## src/rtl/riscv1_pkg.sv

```systemverilog
// Shared fetch-stage types and constants for the riscv1 front end.
package riscv1_pkg;
    localparam int          INSTR_W = 32;
    localparam int          ADDR_W  = 32;
    localparam logic [31:0] NOP     = 32'h00000013;

    typedef enum logic [1:0] {
        IDLE  = 2'd0,
        FETCH = 2'd1,
        HALT  = 2'd2
    } fetch_state_e;

    // Bit order matches the prefetch FIFO word: {fault, pc, instr}.
    typedef struct packed {
        logic              fault;
        logic [ADDR_W-1:0] pc;
        logic [INSTR_W-1:0] instr;
    } fetch_entry_t;
endpackage

```

## src/rtl/fetch_fifo.sv

```systemverilog
// Synchronous prefetch FIFO with flush; head word is read straight from storage.
module fetch_fifo #(
    parameter int DEPTH = 2,
    parameter int W     = 65
) (
    input  logic         i_clk,
    input  logic         i_rst_n,
    input  logic         i_flush,
    input  logic         i_push,
    input  logic         i_pop,
    input  logic [W-1:0] i_data,
    output logic [W-1:0] o_data,
    output logic         o_full,
    output logic         o_empty,
    output logic [3:0]   o_level
);
    localparam int AW = (DEPTH > 1) ? $clog2(DEPTH) : 1;

    logic [W-1:0]  r_mem [DEPTH];
    logic [AW-1:0] r_wr_ptr;
    logic [AW-1:0] r_rd_ptr;
    logic [3:0]    r_level;
    logic          w_push;
    logic          w_pop;

    assign o_full  = (r_level == 4'(DEPTH));
    assign o_empty = (r_level == 4'd0);
    assign o_level = r_level;
    assign o_data  = r_mem[r_rd_ptr];

    // A push into a full FIFO is legal only when the head leaves in the same cycle.
    assign w_pop  = i_pop && !o_empty;
    assign w_push = i_push && (!o_full || w_pop);

    always_ff @(posedge i_clk or negedge i_rst_n) begin
        if (!i_rst_n) begin
            r_wr_ptr <= '0;
            r_rd_ptr <= '0;
            r_level  <= '0;
        end else if (i_flush) begin
            r_wr_ptr <= '0;
            r_rd_ptr <= '0;
            r_level  <= '0;
        end else begin
            if (w_push) r_wr_ptr <= r_wr_ptr + AW'(1);
            if (w_pop)  r_rd_ptr <= r_rd_ptr + AW'(1);
            r_level <= r_level + 4'(w_push) - 4'(w_pop);
        end
    end

    always_ff @(posedge i_clk) begin
        if (w_push && !i_flush) r_mem[r_wr_ptr] <= i_data;
    end
endmodule

```

## src/rtl/instr_fetch.sv

```systemverilog
// Fetch stage: PC, fetch FSM, ROM range/alignment check and prefetch FIFO feeding decode.
module instr_fetch
    import riscv1_pkg::*;
#(
    parameter logic [31:0] ROM_ORIGIN   = 32'h0,
    parameter logic [31:0] ROM_LENGTH   = 32'h400,
    parameter logic [31:0] RESET_VECTOR = 32'h0,
    parameter int          FIFO_DEPTH   = 2
) (
    input  logic        iIF_CLK,
    input  logic        iIF_RSTn,
    output logic        oROM_CE,
    output logic        oROM_RD,
    output logic [31:0] oROM_ADDR,
    input  logic [31:0] iROM_DATA,
    input  logic        iIF_READY,
    output logic        oIF_VALID,
    output logic [31:0] oIF_INSTR,
    output logic [31:0] oIF_PC,
    output logic        oIF_FAULT,
    input  logic        iIF_REDIRECT,
    input  logic [31:0] iIF_TARGET,
    output logic [3:0]  oIF_LEVEL
);
    fetch_state_e r_state, w_next_state;
    logic [31:0]  r_pc, w_next_pc;
    logic [32:0]  w_off;
    logic         w_fault, w_ce, w_push, w_pop, w_valid, w_room;
    logic         w_full, w_empty;
    logic [3:0]   w_level;
    fetch_entry_t w_push_data, w_head;

    // Offset from the window base; a borrow means the PC sits below the ROM.
    assign w_off   = {1'b0, r_pc} - {1'b0, ROM_ORIGIN};
    assign w_fault = (r_pc[1:0] != 2'b00) || w_off[32] || (w_off[31:0] >= ROM_LENGTH);

    assign w_valid = !w_empty && !iIF_REDIRECT;
    assign w_pop   = w_valid && iIF_READY;
    assign w_room  = !w_full || w_pop;

    always_comb begin
        w_next_state = r_state;
        w_next_pc    = r_pc;
        w_ce         = 1'b0;
        w_push       = 1'b0;
        w_push_data  = '0;
        case (r_state)
            IDLE:  w_next_state = FETCH;
            FETCH: begin
                if (w_room) begin
                    w_push         = 1'b1;
                    w_push_data.pc = r_pc;
                    if (w_fault) begin
                        w_push_data.fault = 1'b1;
                        w_next_state      = HALT;
                    end else begin
                        w_ce              = 1'b1;
                        w_push_data.instr = iROM_DATA;
                        w_next_pc         = r_pc + 32'd4;
                    end
                end
            end
            default: ;
        endcase
        // Redirect overrides everything, including the IDLE cycle.
        if (iIF_REDIRECT) begin
            w_next_state = FETCH;
            w_next_pc    = iIF_TARGET;
            w_ce         = 1'b0;
            w_push       = 1'b0;
        end
    end

    always_ff @(posedge iIF_CLK or negedge iIF_RSTn) begin
        if (!iIF_RSTn) begin
            r_state <= IDLE;
            r_pc    <= RESET_VECTOR;
        end else begin
            r_state <= w_next_state;
            r_pc    <= w_next_pc;
        end
    end

    fetch_fifo #(
        .DEPTH (FIFO_DEPTH),
        .W     ($bits(fetch_entry_t))
    ) u_fifo (
        .i_clk   (iIF_CLK),
        .i_rst_n (iIF_RSTn),
        .i_flush (iIF_REDIRECT),
        .i_push  (w_push),
        .i_pop   (w_pop),
        .i_data  (w_push_data),
        .o_data  (w_head),
        .o_full  (w_full),
        .o_empty (w_empty),
        .o_level (w_level)
    );

    assign oROM_CE   = w_ce;
    assign oROM_RD   = w_ce;
    assign oROM_ADDR = r_pc;
    assign oIF_VALID = w_valid;
    assign oIF_INSTR = w_empty ? 32'h0 : w_head.instr;
    assign oIF_PC    = w_empty ? 32'h0 : w_head.pc;
    assign oIF_FAULT = w_empty ? 1'b0  : w_head.fault;
    assign oIF_LEVEL = w_level;
endmodule

```

## config.mk

```make
export PLATFORM = sky130hd
export DESIGN_NAME = instr_fetch
export DESIGN_NICKNAME = d
export VERILOG_FILES = /design/src/rtl/riscv1_pkg.sv /design/src/rtl/fetch_fifo.sv /design/src/rtl/instr_fetch.sv
export SDC_FILE = /design/constraint.sdc
export NUM_CORES = 1
export LEC_CHECK = 0
export CORE_UTILIZATION = 50
export CTS_BUF_LIST = sky130_fd_sc_hd__clkbuf_2 sky130_fd_sc_hd__clkbuf_4 sky130_fd_sc_hd__clkbuf_8
export CTS_CLUSTER_SIZE = 8
export DETAILED_ROUTE_END_ITERATION = 7
export PLACE_DENSITY = 0.9
export SLEW_MARGIN = 5
export SYNTH_ARGS = -nofsm -noshare
export SYNTH_HDL_FRONTEND = slang
export SYNTH_SLANG_ARGS = --single-unit
```

## constraint.sdc

```tcl
create_clock -name iIF_CLK -period 10.3 [get_ports iIF_CLK]
set_input_delay 3.09 -clock iIF_CLK [delete_from_list [all_inputs] [get_ports iIF_CLK]]
set_output_delay 3.09 -clock iIF_CLK [all_outputs]
set_load 0.01 [all_outputs]
```

Yosys cells after proc, flatten, opt, wreduce, memory -nomap -nowiden
Memory sizes are Yosys's and may differ from the RTL's.
Cells that the tools add are included.
{"block": "classes", "add_sub_neg": 5, "n_lt_le_gt_ge": 1, "eq_ne": 5, "muxes": 29, "reduce_logical": 21}
{"cell": "32-bit two-way mux", "n": 7}
{"cell": "65-bit two-way mux", "n": 2}
{"cell": "32-bit by 3-bit adder with 32-bit output, second input constant", "n": 1}
{"cell": "32-bit by 11-bit greater-or-equal comparator with 1-bit output, second input constant", "n": 1}
{"cell": "1-bit two-way mux", "n": 15}
{"cell": "2-bit nonzero test", "n": 5}
{"cell": "2-bit two-way mux", "n": 3}
{"cell": "3-bit != test, second input constant", "n": 2}
{"cell": "3-bit AND reduction", "n": 2}
{"cell": "1-bit logical AND", "n": 5}
{"cell": "4-bit by 1-bit adder with 4-bit output", "n": 1}
{"cell": "4-bit by 2-bit == test with 1-bit output, second input constant", "n": 1}
{"cell": "4-bit zero test", "n": 1}
{"cell": "4-bit two-way mux", "n": 1}
{"cell": "2-bit case mux with 2 select lines", "n": 1}
{"cell": "4-bit by 1-bit subtractor with 4-bit output", "n": 1}
{"cell": "1-bit zero test", "n": 3}
{"cell": "1-bit logical OR", "n": 3}
{"cell": "3-bit nonzero test", "n": 1}
{"cell": "1-bit adder, second input constant", "n": 2}
{"cell": "2-bit by 1-bit == test with 1-bit output, second input constant", "n": 1}
{"cell": "2-bit zero test", "n": 1}
{"cell": "2-bit != test, second input constant", "n": 1}
{"block": "word_totals", "regBits": 40, "ramBits": 130, "input_bits": 68, "output_inout_bits": 104, "elab_cells": 67, "mem_count": 1}
{"name": "u_fifo.r_mem", "words": 2, "width": 65, "read_ports": 1, "rd_ports_with_merged_regs": 0, "wr": 1, "line": "fetch_fifo.sv:19", "text": "logic [W-1:0] r_mem [DEPTH];"}

Longest topological paths before layout
Gate-level depths: netlist (run 1).
{"block": "logic_depth", "word_depth": 12, "ltp_mapped": 12, "ltp_nobuf": 12}

Cells and area by module
From an unflattened synthesis (run 1), not the netlist that was laid out.
{"block": "unflattened", "hier_cells": 540, "area_unflattened_um2": 7692.4}
{"module": "fetch_fifo", "instances": 1, "cells_per_inst": 246, "area_per_inst_um2": 5096.1, "seq_area_each_um2": 4053.9}
{"module": "instr_fetch", "instances": 1, "cells_per_inst": 294, "area_per_inst_um2": 2596.2, "seq_area_each_um2": 850.8}

Least setup slack after synthesis (run 1)
Ideal clock, no wire load.
{"block": "synth_path", "path_kind": "input-to-reg", "from": "input iIF_REDIRECT", "to": "memory u_fifo.r_mem[0][0] (enable)", "setup_ps": 568, "arrival_ps": 8004, "t_required_ps": 9732, "setup_slack_ps": 1728, "cell_stages": 3, "path_buffers": 2, "cell_sequence": "buf_1 -> clkbuf_1 -> nor3_1"}
{"block": "synth_between", "elab_chain_cells": 11, "elab_cells_between_ends": 13, "classes_between": "5 x mux; 8 x reduce/logical"}
{"element": "from (decl)", "line": "instr_fetch.sv:21", "text": "input logic iIF_REDIRECT,"}
{"element": "1-bit zero test", "line": "fetch_fifo.sv:52, instr_fetch.sv:37"}
{"element": "1-bit logical AND", "line": "instr_fetch.sv:37", "text": "assign w_valid = !w_empty && !iIF_REDIRECT;"}
{"element": "1-bit logical AND", "line": "instr_fetch.sv:38", "text": "assign w_pop = w_valid && iIF_READY;"}
{"element": "1-bit logical OR", "line": "instr_fetch.sv:39", "text": "assign w_room = !w_full || w_pop;"}
{"element": "1-bit two-way mux", "line": "instr_fetch.sv:50", "text": "if (w_room) begin"}
{"element": "1-bit two-way mux", "line": "instr_fetch.sv:47", "text": "case (r_state)"}
{"element": "1-bit two-way mux", "line": "instr_fetch.sv:66", "text": "if (iIF_REDIRECT) begin"}
{"element": "1-bit logical AND", "line": "fetch_fifo.sv:33", "text": "assign w_push = i_push && (!o_full || w_pop);"}
{"element": "1-bit logical AND *", "line": "fetch_fifo.sv:52", "text": "if (w_push && !i_flush) r_mem[r_wr_ptr] <= i_data;"}
{"element": "1-bit two-way mux *", "line": "fetch_fifo.sv:52"}
{"element": "1-bit two-way mux (not written as such) *", "line": "fetch_fifo.sv:52"}
{"element": "to (decl)", "line": "fetch_fifo.sv:19"}
Mark *: on every way between the ends. The rest lies on a longest branch, timed or not.

Final worst setup path (run 1)
{"block": "layout_path", "from": "input iIF_READY", "to": "output oROM_CE"}
{"block": "layout_between", "elab_chain_cells": 5}
{"element": "from (decl)", "line": "instr_fetch.sv:16", "text": "input logic iIF_READY,"}
{"element": "1-bit logical AND", "line": "instr_fetch.sv:38"}
{"element": "1-bit logical OR", "line": "instr_fetch.sv:39"}
{"element": "1-bit two-way mux", "line": "instr_fetch.sv:50"}
{"element": "1-bit two-way mux", "line": "instr_fetch.sv:47"}
{"element": "1-bit two-way mux", "line": "instr_fetch.sv:66"}
{"element": "to (decl)", "line": "instr_fetch.sv:12", "text": "output logic oROM_CE,"}
Every way passes these cells.

==> results of run 1 <==
[layout by cell type (no fill, tap or decap), types with 5 or more instances in the layout]
master / Yosys / layout
sky130_fd_sc_hd__a31oi_1: 6 / 6
sky130_fd_sc_hd__and2_1: 63 / 63
sky130_fd_sc_hd__clkbuf_8: 3 / 19
sky130_fd_sc_hd__clkdlybuf4s50_1: 0 / 169
sky130_fd_sc_hd__dfrtp_1: 40 / 39
sky130_fd_sc_hd__edfxtp_1: 130 / 130
sky130_fd_sc_hd__ha_1: 7 / 7
sky130_fd_sc_hd__inv_1: 10 / 10
sky130_fd_sc_hd__mux2_2: 23 / 23
sky130_fd_sc_hd__mux2i_1: 66 / 66
sky130_fd_sc_hd__nand2_1: 5 / 5
sky130_fd_sc_hd__nor2_1: 81 / 81
sky130_fd_sc_hd__nor2b_1: 5 / 5
sky130_fd_sc_hd__o31ai_1: 7 / 7
sky130_fd_sc_hd__or4_1: 6 / 6
[sequential cells by signal (all words and copies together) (netlist names)]
register	cells
oROM_ADDR	32
r_state	2
u_fifo.o_level	4
u_fifo.r_mem	130
u_fifo.r_rd_ptr	1
u_fifo.r_wr_ptr	1
[layout make-up]
| type | instances | area (µm²) |
|---|---|---|
| sequential | 170 | 4910 |
| fill | 1053 | 4830 |
| multi-input combinational | 313 | 2290 |
| timing repair buffer | 175 | 1730 |
| clock buffer | 21 | 277 |
| tap | 184 | 230 |
| clock inverter | 11 | 171 |
| inverter | 11 | 41.3 |
[stage by stage]
stage	util [%]	hold WS [ps]	cells	total power, W
2_1_floorplan	-	505	525	0.00150
3_3_place_gp	63.6	525	853	0.00198
5_1_grt	66.7	587	885	0.00265
3_5_place_dp	63.6	549	853	0.00201
6_report	66.7	566	885	0.00250
4_1_cts	66.7	563	885	0.00252
[path summary, 6_finish.rpt]
| path | start | endpoint | cells past startpoint |
|---|---|---|---|
| max in group asynchronous | iIF_RSTn | u_fifo.r_rd_ptr | 1 |
| hold reg to reg | r_state[1] | r_state[1] | 2 |
| min in group asynchronous | iIF_RSTn | oROM_ADDR[25] | 1 |
| setup reg to reg | r_state[0] | u_fifo.r_mem[0][25] | 4 |
| setup / recovery | iIF_READY | oROM_CE | 6 |
| hold / removal | r_state[1] | r_state[1] | 2 |
[power breakdown]
| part | total (W) | internal, W | switching, W |
|---|---|---|---|
| clock | 0.000510 | 0.000283 | 0.000227 |
| sequential | 0.000998 | 0.000888 | 0.000111 |
| combinational | 0.000990 | 0.000525 | 0.000466 |
| total | 0.00250 | 0.00170 | 0.000803 |
[worst register-to-register path: stages, from the launching register on]
cell and delay (ps):
sky130_fd_sc_hd__dfrtp_1 360, sky130_fd_sc_hd__nor2b_1 530, sky130_fd_sc_hd__o21ai_2 260, sky130_fd_sc_hd__nor3_2 920, sky130_fd_sc_hd__buf_4 720
[layer usage]
metal	wire length [µm]	global-route usage (%)	vias to the layer above	part of all wire, %
met2	8060	36.9	177	52
met3	1040	6.04	20	6.7
met4	219	7.00	0	1.4
li1	-	-	2227	-
met5	0	0	-	0
met1	6240	25.5	2285	40
[cell families after synthesis]
kind of cell	synth area share [%]
buffers and inverters	2.84
AND/OR/NAND/NOR	13.4
XOR/XNOR	0.474
flip-flops	66.4
AO/OA/AOI/OAI	3.08
multiplexers	12.4
adder cells (fa/ha/maj)	1.46
==> impl_summary.txt, run 1 <==
----------------------------------------------------
[Status]
  Outcome ... finished, final reports clean

[Power]
  Power Dens Cells ... about 260 nW/µm²
  Worst VDD drop ... 229 µV
  Leakage ... about 3.5 nW

[STA]
  Worst-Margin Slew ... 1160 ps
  Final count of negative-setup-slack endpoints ... 0
  Worst setup margin ... around 1700 ps
  Highest Clock Rate ... roughly 120 MHz
  Final Hold Violating Endpoints ... 0
  Shortest period the worst path allows ... 8580 ps
  RSZ-0062 raised after global routing ... false
  Final cycle utilization of the critical path ... a little over four fifths
  Final-layout setup total negative slack ... 0 ps
  Largest clock skew in the final design ... 14.9 ps
  Worst slew margin ... 22.4%
  Max-slew violation count ... 0

[Floorplanning]
  Area of the die ... 15300 µm²
  Number of standard-cell rows in the floorplan ... 44
  Y dimension of the die ... between 100 and 150 µm
  Standard cell core area ... 14500 µm²
  Overall die width ... 124 µm
  Number of I/O pins ... 172
  Effective utilization at floorplan ... between 50% and 60%

[Logic synthesis]
  Cell taking the most area after synthesis ... sky130_fd_sc_hd__edfxtp_1
  Flop and latch count out of synthesis ... 170
  Total standard cell area after synthesis ... 7390 µm²
  Post-synthesis instance total ... ~530
  Distinct cells, synth ... 45
  Proportion of netlist area held by the largest area contributor ... 52.8%
  Most common cell in the netlist ... sky130_fd_sc_hd__edfxtp_1
  Net count after synthesis ... 601
  Async set-or-reset flop fraction in the synthesized netlist ... 23.5%
  Primary FF master, synth ... sky130_fd_sc_hd__edfxtp_1
  Top cells by area, synth ... sky130_fd_sc_hd__edfxtp_1 53%, sky130_fd_sc_hd__dfrtp_1 14%, sky130_fd_sc_hd__mux2i_1 8.9%
  Post-synthesis area per instance ... 14.1 µm²
  Part of the Yosys area used for sequential elements ... approximately two thirds
  Total number of yosys warnings ... 0
  Top cells by instance count after synthesis ... 130 x sky130_fd_sc_hd__edfxtp_1, 81 x sky130_fd_sc_hd__nor2_1, 66 x sky130_fd_sc_hd__mux2i_1, 63 x sky130_fd_sc_hd__and2_1, 40 x sky130_fd_sc_hd__dfrtp_1
  Number of flops mapped to enable cells by yosys ... 130

[Clock network]
  Cts hold-fix bufs ... 0
  Source-to-sink clock delay at the later pin of the worst-skew pair ... 440 ps
  Clock buffer count from CTS ... 17
  Master cell of the clock root buffer ... sky130_fd_sc_hd__clkbuf_8
  Clock transition at the register clock pins on the worst setup and hold paths after CTS ... 80 ps
  Post-CTS Setup Inserts ... 0
  Number of gates resized after cts ... 0
  TritonCTS clock tree ... built
  H-tree depth reported by CTS ... 4
  Clk sink count ... 170
  Maximum clock insertion buffer count ... 2

[Setup path]
  Reg-to-reg slack, setup ... 7090 ps
  Critical path data required time ... 7210 ps
  Most frequent CP cell ... sky130_fd_sc_hd__clkdlybuf4s50_1
  Cell-by-cell listing of the critical path ... clkdlybuf4s50_1 > nor2b_1 > o21ai_2 > or3_4 > nor2_1 > clkdlybuf4s50_1
  Crit path max-delay family ... simple AND/OR/NAND/NOR gates
  Count of buffer and inverter cells on the critical path ... 2
  Data arrival time of the worst path ... 5490 ps
  Largest stage delay on the critical path ... ~560 ps
  Crit Path Max Fanout ... 8
  Kind of capture point of the worst setup path ... output pin
  Cell at the slowest stage of the critical path ... sky130_fd_sc_hd__clkdlybuf4s50_1
  Element type at the critical path start ... primary input
  Kind of critical path ... in2out

[Placed design]
  Number of input and output port buffers inserted ... roughly 170
  Post-place setup slack ... roughly 1800 ps
  Final weighted congestion in routability-driven placement ... around 0.79
  Placed inst area ... 9200 µm²
  Placed wire-length estimate ... slightly above 10000 µm

[Min path]
  Type of the worst min-delay path ... reg2reg

[Final layout]
  Layout overhead on the synthesized area ... 30.6%
  Proportion of layout cells with a drive suffix above 1 ... 11.1%
  Nets@finish ... 764
  Final standard cell area without fillers ... 9650 µm²
  Ant. Diodes ... 0

[Drt]
  Number of DRC violations after detailed-routing iteration 0 ... between 200 and 300
  First-pass iteration count of the detailed router ... 4
  DRC errors left ... 0
  Remaining number of nets flagged by the antenna check after routing ... 0
  Routed via count ... approximately 4.7k
  Vias per cell ... 5.32
  Wire length per cell after detailed routing ... 17.6 µm
  Final wirelength ... 15600 µm

[GRT]
  Vias in the first global route ... 4799
  Global-route usage over all layers ... 21.3%
  Total overflow reported by the global router ... 0
  First-pass GRT wire length ... 24000 µm
  Pin count of the biggest net entering global routing ... 67
  Initial antenna violation count ... 0

[Flow run]
  Max Cap Viol ... 0

----------------------------------------------------
Note: power is estimated with default switching activity, not from simulation.
==> run 2, diff against run 1 <==
--- a/config.mk
+++ b/config.mk
@@ -5,11 +5,11 @@
 export SDC_FILE = /design/constraint.sdc
 export NUM_CORES = 1
 export LEC_CHECK = 0
-export CORE_UTILIZATION = 50
+export CORE_UTILIZATION = 47
 export CTS_BUF_LIST = sky130_fd_sc_hd__clkbuf_2 sky130_fd_sc_hd__clkbuf_4 sky130_fd_sc_hd__clkbuf_8
 export CTS_CLUSTER_SIZE = 8
 export DETAILED_ROUTE_END_ITERATION = 7
-export PLACE_DENSITY = 0.9
+export PLACE_DENSITY = 0.89
 export SLEW_MARGIN = 5
 export SYNTH_ARGS = -nofsm -noshare
 export SYNTH_HDL_FRONTEND = slang
==> constraint.sdc (replaced) <==
create_clock -name iIF_CLK -period 6.9 [get_ports iIF_CLK]
set_input_delay 2.07 -clock iIF_CLK [delete_from_list [all_inputs] [get_ports iIF_CLK]]
set_output_delay 2.07 -clock iIF_CLK [all_outputs]
set_load 0.01 [all_outputs]
==> impl_summary.txt, run 2 (same netlist as run 1, synthesis figures left out) <==
----------------------------------------------------
[Floorplanning]
  Overall die width ... 127 µm (+3.1%)
  Y dimension of the die ... 127 µm (+3.1%)
  Standard cell core area ... 15300 µm² (+5.4%)
  Area of the die ... 16200 µm² (+6.3%)
  Number of standard-cell rows in the floorplan ... 45 (+2.3%)
  Number of I/O pins ... 172 (unchanged)
  Effective utilization at floorplan ... 48.4% (-2.6 points)

[Final layout]
  Ant. Diodes ... 0 (unchanged)
  Nets@finish ... 767 (+0.39%)
  Register containing the most flip-flops in the final layout ... u_fifo.r_mem
  Proportion of layout cells with a drive suffix above 1 ... 10.7% (-0.47 points)
  Footprint of the multi-input gates ... 2300 µm² (+0.55%)
  Layout overhead on the synthesized area ... 30.8%
  Most frequent cells in the layout ... 169 x sky130_fd_sc_hd__clkdlybuf4s50_1, 130 x sky130_fd_sc_hd__edfxtp_1, 81 x sky130_fd_sc_hd__nor2_1, 66 x sky130_fd_sc_hd__mux2i_1, 63 x sky130_fd_sc_hd__and2_1
  Most frequent standard cell in the layout excluding fill and tap cells ... sky130_fd_sc_hd__clkdlybuf4s50_1
  Max FFs per register ... 130 (unchanged)
  Number of fill cells in the layout ... 1135 (+7.8%)
  Area of all sequential standard cells ... 4910 µm² (unchanged)

[Clock network]
  Master cell of the clock root buffer ... sky130_fd_sc_hd__clkbuf_8
  Number of gates resized after cts ... 0 (unchanged)
  Clock buffer count from CTS ... 17 (unchanged)
  Cts hold-fix bufs ... 0 (unchanged)
  Clock transition at the register clock pins on the worst setup and hold paths after CTS ... 90 ps (about the same)
  Clk sink count ... 170 (unchanged)
  Post-CTS Setup Inserts ... 0 (unchanged)
  TritonCTS clock tree ... built
  H-tree depth reported by CTS ... 4 (unchanged)
  Source-to-sink clock delay at the later pin of the worst-skew pair ... 440 ps (about the same)
  Maximum clock insertion buffer count ... 2 (unchanged)

[Power]
  Power Dens Cells ... 381 nW/µm² (+47%)
  Worst VDD drop ... 383 µV (+67%)
  Leakage ... 3.46 nW (-0.20%)
  Total power draw ... 0.00368 W (+47%)

[Drt]
  Vias per cell ... 5.28 (-0.86%)
  Wire length per cell after detailed routing ... 17.7 µm (+0.67%)
  Final wirelength ... 16200 µm (+4.1%)
  Number of DRC violations after detailed-routing iteration 0 ... 358 (+36%)
  Routed via count ... 4827 (+2.5%)
  Remaining number of nets flagged by the antenna check after routing ... 0 (unchanged)
  First-pass iteration count of the detailed router ... 4 (unchanged)
  DRC errors left ... 0 (unchanged)

[STA]
  Final cycle utilization of the critical path ... 91.1%
  Final Hold Violating Endpoints ... 0 (unchanged)
  Max-slew violation count ... 0 (unchanged)
  Largest clock skew in the final design ... 11.9 ps (-2.97 ps)
  Highest Clock Rate ... 159 MHz
  Worst-Margin Slew ... 1040 ps (-122 ps)
  RSZ-0062 raised after global routing ... false
  Shortest period the worst path allows ... 6290 ps
  Hold Worst Slack ... 554 ps (-11.7 ps)
  Final-layout setup total negative slack ... 0 ps (unchanged)
  Final count of negative-setup-slack endpoints ... 0 (unchanged)
  Worst slew margin ... 30.7% (+8.3 points)

[Setup path]
  Cell-by-cell listing of the critical path ... clkdlybuf4s50_1 > nor2b_1 > buf_4 > o21ai_2 > or3_4 > nor2_1 > clkdlybuf4s50_1
  Cells on worst reg2reg path ... 12 (+8)
  Crit path max-delay family ... buffers and inverters
  Cell at the slowest stage of the critical path ... sky130_fd_sc_hd__clkdlybuf4s50_1
  Number of logic stages on the critical path including buffering ... 7 (+1)
  Data arrival time of the worst path ... 4220 ps (-1270 ps)
  Count of buffer and inverter cells on the critical path ... 3 (+1)
  Kind of critical path ... in2out
  Largest stage delay on the critical path ... 560 ps (about the same)
  Element type at the critical path start ... primary input
  Kind of capture point of the worst setup path ... output pin
  Most frequent CP cell ... sky130_fd_sc_hd__clkdlybuf4s50_1
  Crit Path Max Fanout ... 8 (unchanged)
  Critical path data required time ... 4830 ps (-2380 ps)

[GRT]
  Pin count of the biggest net entering global routing ... 68 (+1.5%)
  Total overflow reported by the global router ... 0 (unchanged)
  Global-route usage over all layers ... 20.7% (-0.55 points)
  Vias in the first global route ... 5007 (+4.3%)
  First-pass GRT wire length ... 25400 µm (+5.9%)
  Initial antenna violation count ... 0 (unchanged)

[Min path]
  Type of the worst min-delay path ... reg2reg
  Hold path depth ... 2 (unchanged)

[Placed design]
  Number of input and output port buffers inserted ... 171 (unchanged)
  Final weighted congestion in routability-driven placement ... 0.766 (-3.0%)
  Placed wire-length estimate ... 10500 µm (+2.9%)

[Status]
  Outcome ... finished, final reports clean

[Flow run]
  Max Cap Viol ... 0 (unchanged)

----------------------------------------------------
[run 2: cell types whose count changed in the layout (fill, tap and decap cells not counted), moves of 2 or more]
cell | before | now
sky130_fd_sc_hd__nor3_2 | 2 | 0
sky130_fd_sc_hd__nor3_4 | 0 | 2
sky130_fd_sc_hd__clkinv_1 | 1 | 7
sky130_fd_sc_hd__buf_4 | 4 | 7
sky130_fd_sc_hd__clkbuf_8 | 19 | 17
sky130_fd_sc_hd__clkinv_2 | 2 | 0
[run 2: final cells by class]
class / instances / share of cell area, %
Clock buffer: 18 / 2.50
Clock inverter: 14 / 1.59
Inverter: 11 / 0.427
Multi-Input combinational cell: 313 / 23.8
Sequential cell: 170 / 50.8
Tap cell: 211 / 2.73
Timing Repair Buffer: 178 / 18.1
[run 2: layer usage]
metal	track usage [%]	wire (µm)	vias to the layer above
li1	-	-	2226
met1	24.2	6550	2404
met2	37.0	8450	167
met3	4.98	904	30
met4	7.91	289	0
met5	0	0	-
[run 2: where the power goes]
group | switching [W] | internal, W
registers | 0.000118 | 0.00133
logic | 0.000760 | 0.000781
clock network | 0.000341 | 0.000356
total | 0.00122 | 0.00246
[run 2: metrics by stage]
stage	utilization, %	instance area (µm²)	cells	setup WS, ps
global route	63.4	9670	915	529
global placement	60.8	9270	883	748
detailed placement	60.8	9270	883	645
floorplan	-	7400	525	1340
finish	63.4	9670	915	615
CTS	63.4	9670	915	627
[run 2: worst min-delay path: cells and delay by family (launching register included)]
kind / cells / cell delay (ps)
flip-flops: 1 / 390
AO/OA/AOI/OAI: 1 / 60
buffers and inverters: 1 / 70
[run 2: final timing paths]
| kind | from | end | slack, ps |
|---|---|---|---|
| max | iIF_READY | oROM_RD | 610 |
| min | r_state[1] | r_state[1] | 550 |
| min reg2reg | r_state[1] | r_state[1] | 550 |
| min in group asynchronous | iIF_RSTn | oROM_ADDR[25] | 1790 |
| max reg2reg | u_fifo.o_level[2] | u_fifo.o_level[2] | 3770 |
| max in group asynchronous | iIF_RSTn | u_fifo.r_rd_ptr | 4410 |
==> run 3, diff against run 2 <==
--- a/config.mk
+++ b/config.mk
@@ -5,11 +5,12 @@
 export SDC_FILE = /design/constraint.sdc
 export NUM_CORES = 1
 export LEC_CHECK = 0
-export CORE_UTILIZATION = 47
+export CAP_MARGIN = 20
+export CORE_UTILIZATION = 30
 export CTS_BUF_LIST = sky130_fd_sc_hd__clkbuf_2 sky130_fd_sc_hd__clkbuf_4 sky130_fd_sc_hd__clkbuf_8
 export CTS_CLUSTER_SIZE = 8
 export DETAILED_ROUTE_END_ITERATION = 7
-export PLACE_DENSITY = 0.89
+export PLACE_DENSITY = 0.5
 export SLEW_MARGIN = 5
 export SYNTH_ARGS = -nofsm -noshare
 export SYNTH_HDL_FRONTEND = slang
==> impl_summary.txt, run 3 (same netlist as run 1, synthesis figures left out) <==
----------------------------------------------------
[Floorplanning]
  Area of the die ... 25300 µm² (+56%)
  Number of standard-cell rows in the floorplan ... 57 (+27%)
  Number of I/O pins ... 172 (unchanged)
  Standard cell core area ... 24200 µm² (+59%)
  Y dimension of the die ... 159 µm (+25%)
  Effective utilization at floorplan ... 30.5% (-18 points)
  Overall die width ... 159 µm (+25%)

[Setup path]
  Cell-by-cell listing of the critical path ... clkdlybuf4s50_1 > nor2b_1 > o21ai_2 > or3_4 > nor2_1 > clkdlybuf4s50_1
  Crit Path Max Fanout ... 8 (unchanged)
  Largest stage delay on the critical path ... 560 ps (about the same)
  Kind of capture point of the worst setup path ... output pin
  Critical path data required time ... 4830 ps (about the same)
  Crit Reg-Reg Startpoint ... u_fifo.o_level[2]
  Startpoint of the worst setup timing path ... iIF_READY
  Cell at the slowest stage of the critical path ... sky130_fd_sc_hd__clkdlybuf4s50_1
  End of the critical path ... oROM_RD
  Reg2reg end ... u_fifo.o_level[2]
  Reg-to-reg slack, setup ... 4150 ps (+380 ps)
  Kind of critical path ... in2out
  Most frequent CP cell ... sky130_fd_sc_hd__clkdlybuf4s50_1
  Data arrival time of the worst path ... 4250 ps (+30 ps)
  Element type at the critical path start ... primary input
  Cells on worst reg2reg path ... 12 (unchanged)

[Drt]
  Final wirelength ... 17800 µm (+9.7%)
  Vias per cell ... 4.58 (-13%)
  Wire length per cell after detailed routing ... 17.2 µm (-2.7%)
  DRC errors left ... 0 (unchanged)
  Routed via count ... 4724 (-2.1%)
  Remaining number of nets flagged by the antenna check after routing ... 0 (unchanged)
  Number of DRC violations after detailed-routing iteration 0 ... 263 (-27%)
  First-pass iteration count of the detailed router ... 4 (unchanged)

[Power]
  Internal Pwr Total ... 0.00238 W (-3.3%)
  Power Dens Cells ... 372 nW/µm² (-2.3%)
  Net switching power ... 0.00127 W (+4.4%)
  Worst VDD drop ... 187 µV (-51%)
  Leakage ... 3.48 nW (+0.63%)
  Comb power frac ... 42.6% (+0.8 points)
  Switching part of the total power ... 34.8% (+1.7 points)
  Clock power share ... 17.9% (-1.0 points)
  Part of the power in registers ... 39.5% (+0.3 points)

[STA]
  Final count of negative-setup-slack endpoints ... 0 (unchanged)
  Worst setup margin ... 579 ps (-36.1 ps)
  Shortest period the worst path allows ... 6320 ps (+36.1 ps)
  Largest clock skew in the final design ... 14.7 ps (+2.82 ps)
  Final cycle utilization of the critical path ... 91.6% (+0.52 points)
  Worst slew margin ... 32.8% (+2.1 points)
  Final Hold Violating Endpoints ... 0 (unchanged)
  Highest Clock Rate ... 158 MHz (-0.57%)
  Final-layout setup total negative slack ... 0 ps (unchanged)
  RSZ-0062 raised after global routing ... false
  Max-slew violation count ... 0 (unchanged)
  Worst-Margin Slew ... 1010 ps (-28.0 ps)

[GRT]
  Total overflow reported by the global router ... 0 (unchanged)
  First-pass GRT wire length ... 28100 µm (+10%)
  Global-route usage over all layers ... 14.6% (-6.1 points)
  Vias in the first global route ... 4891 (-2.3%)
  Busiest metal layer after global routing ... met2
  Global routing usage on met1 ... 19.3% (-4.9 points)
  Fraction of met3 tracks used by global routing ... 3.31% (-1.7 points)
  Pin count of the biggest net entering global routing ... 66 (-2.9%)
  Grt met2 use ... 23.8% (-13 points)
  Initial antenna violation count ... 0 (unchanged)

[Final layout]
  Layout overhead on the synthesized area ... 32.9%
  Proportion of layout cells with a drive suffix above 1 ... 11.9% (+1.2 points)
  Non-filler instance count after layout ... 1032 (+13%)
  Footprint of the multi-input gates ... 2300 µm² (unchanged)
  Nets@finish ... 770 (+0.39%)
  Final standard cell area without fillers ... 9820 µm² (+1.6%)
  Register containing the most flip-flops in the final layout ... u_fifo.r_mem
  Area of all sequential standard cells ... 4910 µm² (unchanged)
  Most frequent standard cell in the layout excluding fill and tap cells ... sky130_fd_sc_hd__clkdlybuf4s50_1
  Most frequent cells in the layout ... 169 x sky130_fd_sc_hd__clkdlybuf4s50_1, 130 x sky130_fd_sc_hd__edfxtp_1, 81 x sky130_fd_sc_hd__nor2_1, 66 x sky130_fd_sc_hd__mux2i_1, 63 x sky130_fd_sc_hd__and2_1
  Max FFs per register ... 130 (unchanged)
  Number of fill cells in the layout ... 2312 (+100%)

[Clock network]
  TritonCTS clock tree ... built
  Source-to-sink clock delay at the later pin of the worst-skew pair ... 450 ps (about the same)
  Number of gates resized after cts ... 0 (unchanged)
  Clock transition at the register clock pins on the worst setup and hold paths after CTS ... 80 ps (about the same)
  Clock buffer count from CTS ... 17 (unchanged)
  Post-CTS Setup Inserts ... 0 (unchanged)
  Maximum clock insertion buffer count ... 2 (unchanged)
  Cts hold-fix bufs ... 0 (unchanged)
  H-tree depth reported by CTS ... 4 (unchanged)
  Clk sink count ... 170 (unchanged)
  Master cell of the clock root buffer ... sky130_fd_sc_hd__clkbuf_8

[Placed design]
  Number of input and output port buffers inserted ... 171 (unchanged)
  Post-placement cell count ... 998 (+13%)
  Placed wire-length estimate ... 11400 µm (+8.7%)
  Final weighted congestion in routability-driven placement ... 0.758 (-1.1%)
  Post-place setup slack ... 574 ps (-70.7 ps)
  Placed inst area ... 9440 µm² (+1.8%)

[Flow run]
  Max Cap Viol ... 0 (unchanged)

[Status]
  Outcome ... finished, final reports clean

[Min path]
  Type of the worst min-delay path ... reg2reg

----------------------------------------------------
## run 3: cell count changes in the layout (fill, tap and decap cells not counted), sizes merged
cell / delta
clkinvlp: -2
inv: +6
clkinv: -2
diode: +1
clkbuf: +1
bufinv: -3
buf: +3
## run 3: worst min-delay path by stage
stage / start / depth (start not counted) / endpoint
final: r_state[1] / 2 / r_state[1]
after floorplan: r_state[0] / 2 / r_state[0]
after detailed placement: r_state[1] / 2 / r_state[1]
after global placement: r_state[0] / 2 / r_state[0]
after global routing: r_state[1] / 2 / r_state[1]
after CTS: r_state[1] / 2 / r_state[1]
## run 3: cell type report
type                       instances  area share [%]
multi-input combinational        313            23.5
tap                              324            4.13
antenna                            1          0.0255
sequential                       170            50.0
clock buffer                      19            2.60
clock inverter                    13            1.08
inverter                          11           0.420
timing repair buffer             181            18.3
## run 3: worst max-delay path, delay by kind of cell
| family | cells | cell delay, ps |
|---|---|---|
| compound gates | 1 | 190 |
| buf+inv | 2 | 1090 |
| simple gates | 3 | 890 |
## run 3: per-layer routing
| metal | up-vias | part of all wire [%] | wire (µm) |
|---|---|---|---|
| li1 | 2238 | - | - |
| met1 | 2332 | 45 | 8070 |
| met2 | 140 | 48 | 8550 |
| met3 | 14 | 5.3 | 936 |
| met4 | 0 | 1.2 | 217 |
| met5 | - | 0 | 0 |
## run 3: through the flow
step                      utilization, %  total power, W  hold slack [ps]
final                               40.5         0.00366              556
after CTS                           40.4         0.00373              559
after detailed placement            38.9         0.00306              545
after floorplan                        -         0.00223              505
after global routing                40.5         0.00390              602
after global placement              38.9         0.00305              528
## run 3: power groups by stage
stage | Clock [W] | Sequential (W) | Combinational, W
after detailed placement | 0 | 0.00147 | 0.00159
after CTS | 0.000682 | 0.00145 | 0.00160
final | 0.000655 | 0.00144 | 0.00156
after global routing | 0.000725 | 0.00147 | 0.00170
after global placement | 0 | 0.00147 | 0.00158
after floorplan | 0 | 0.00142 | 0.000816
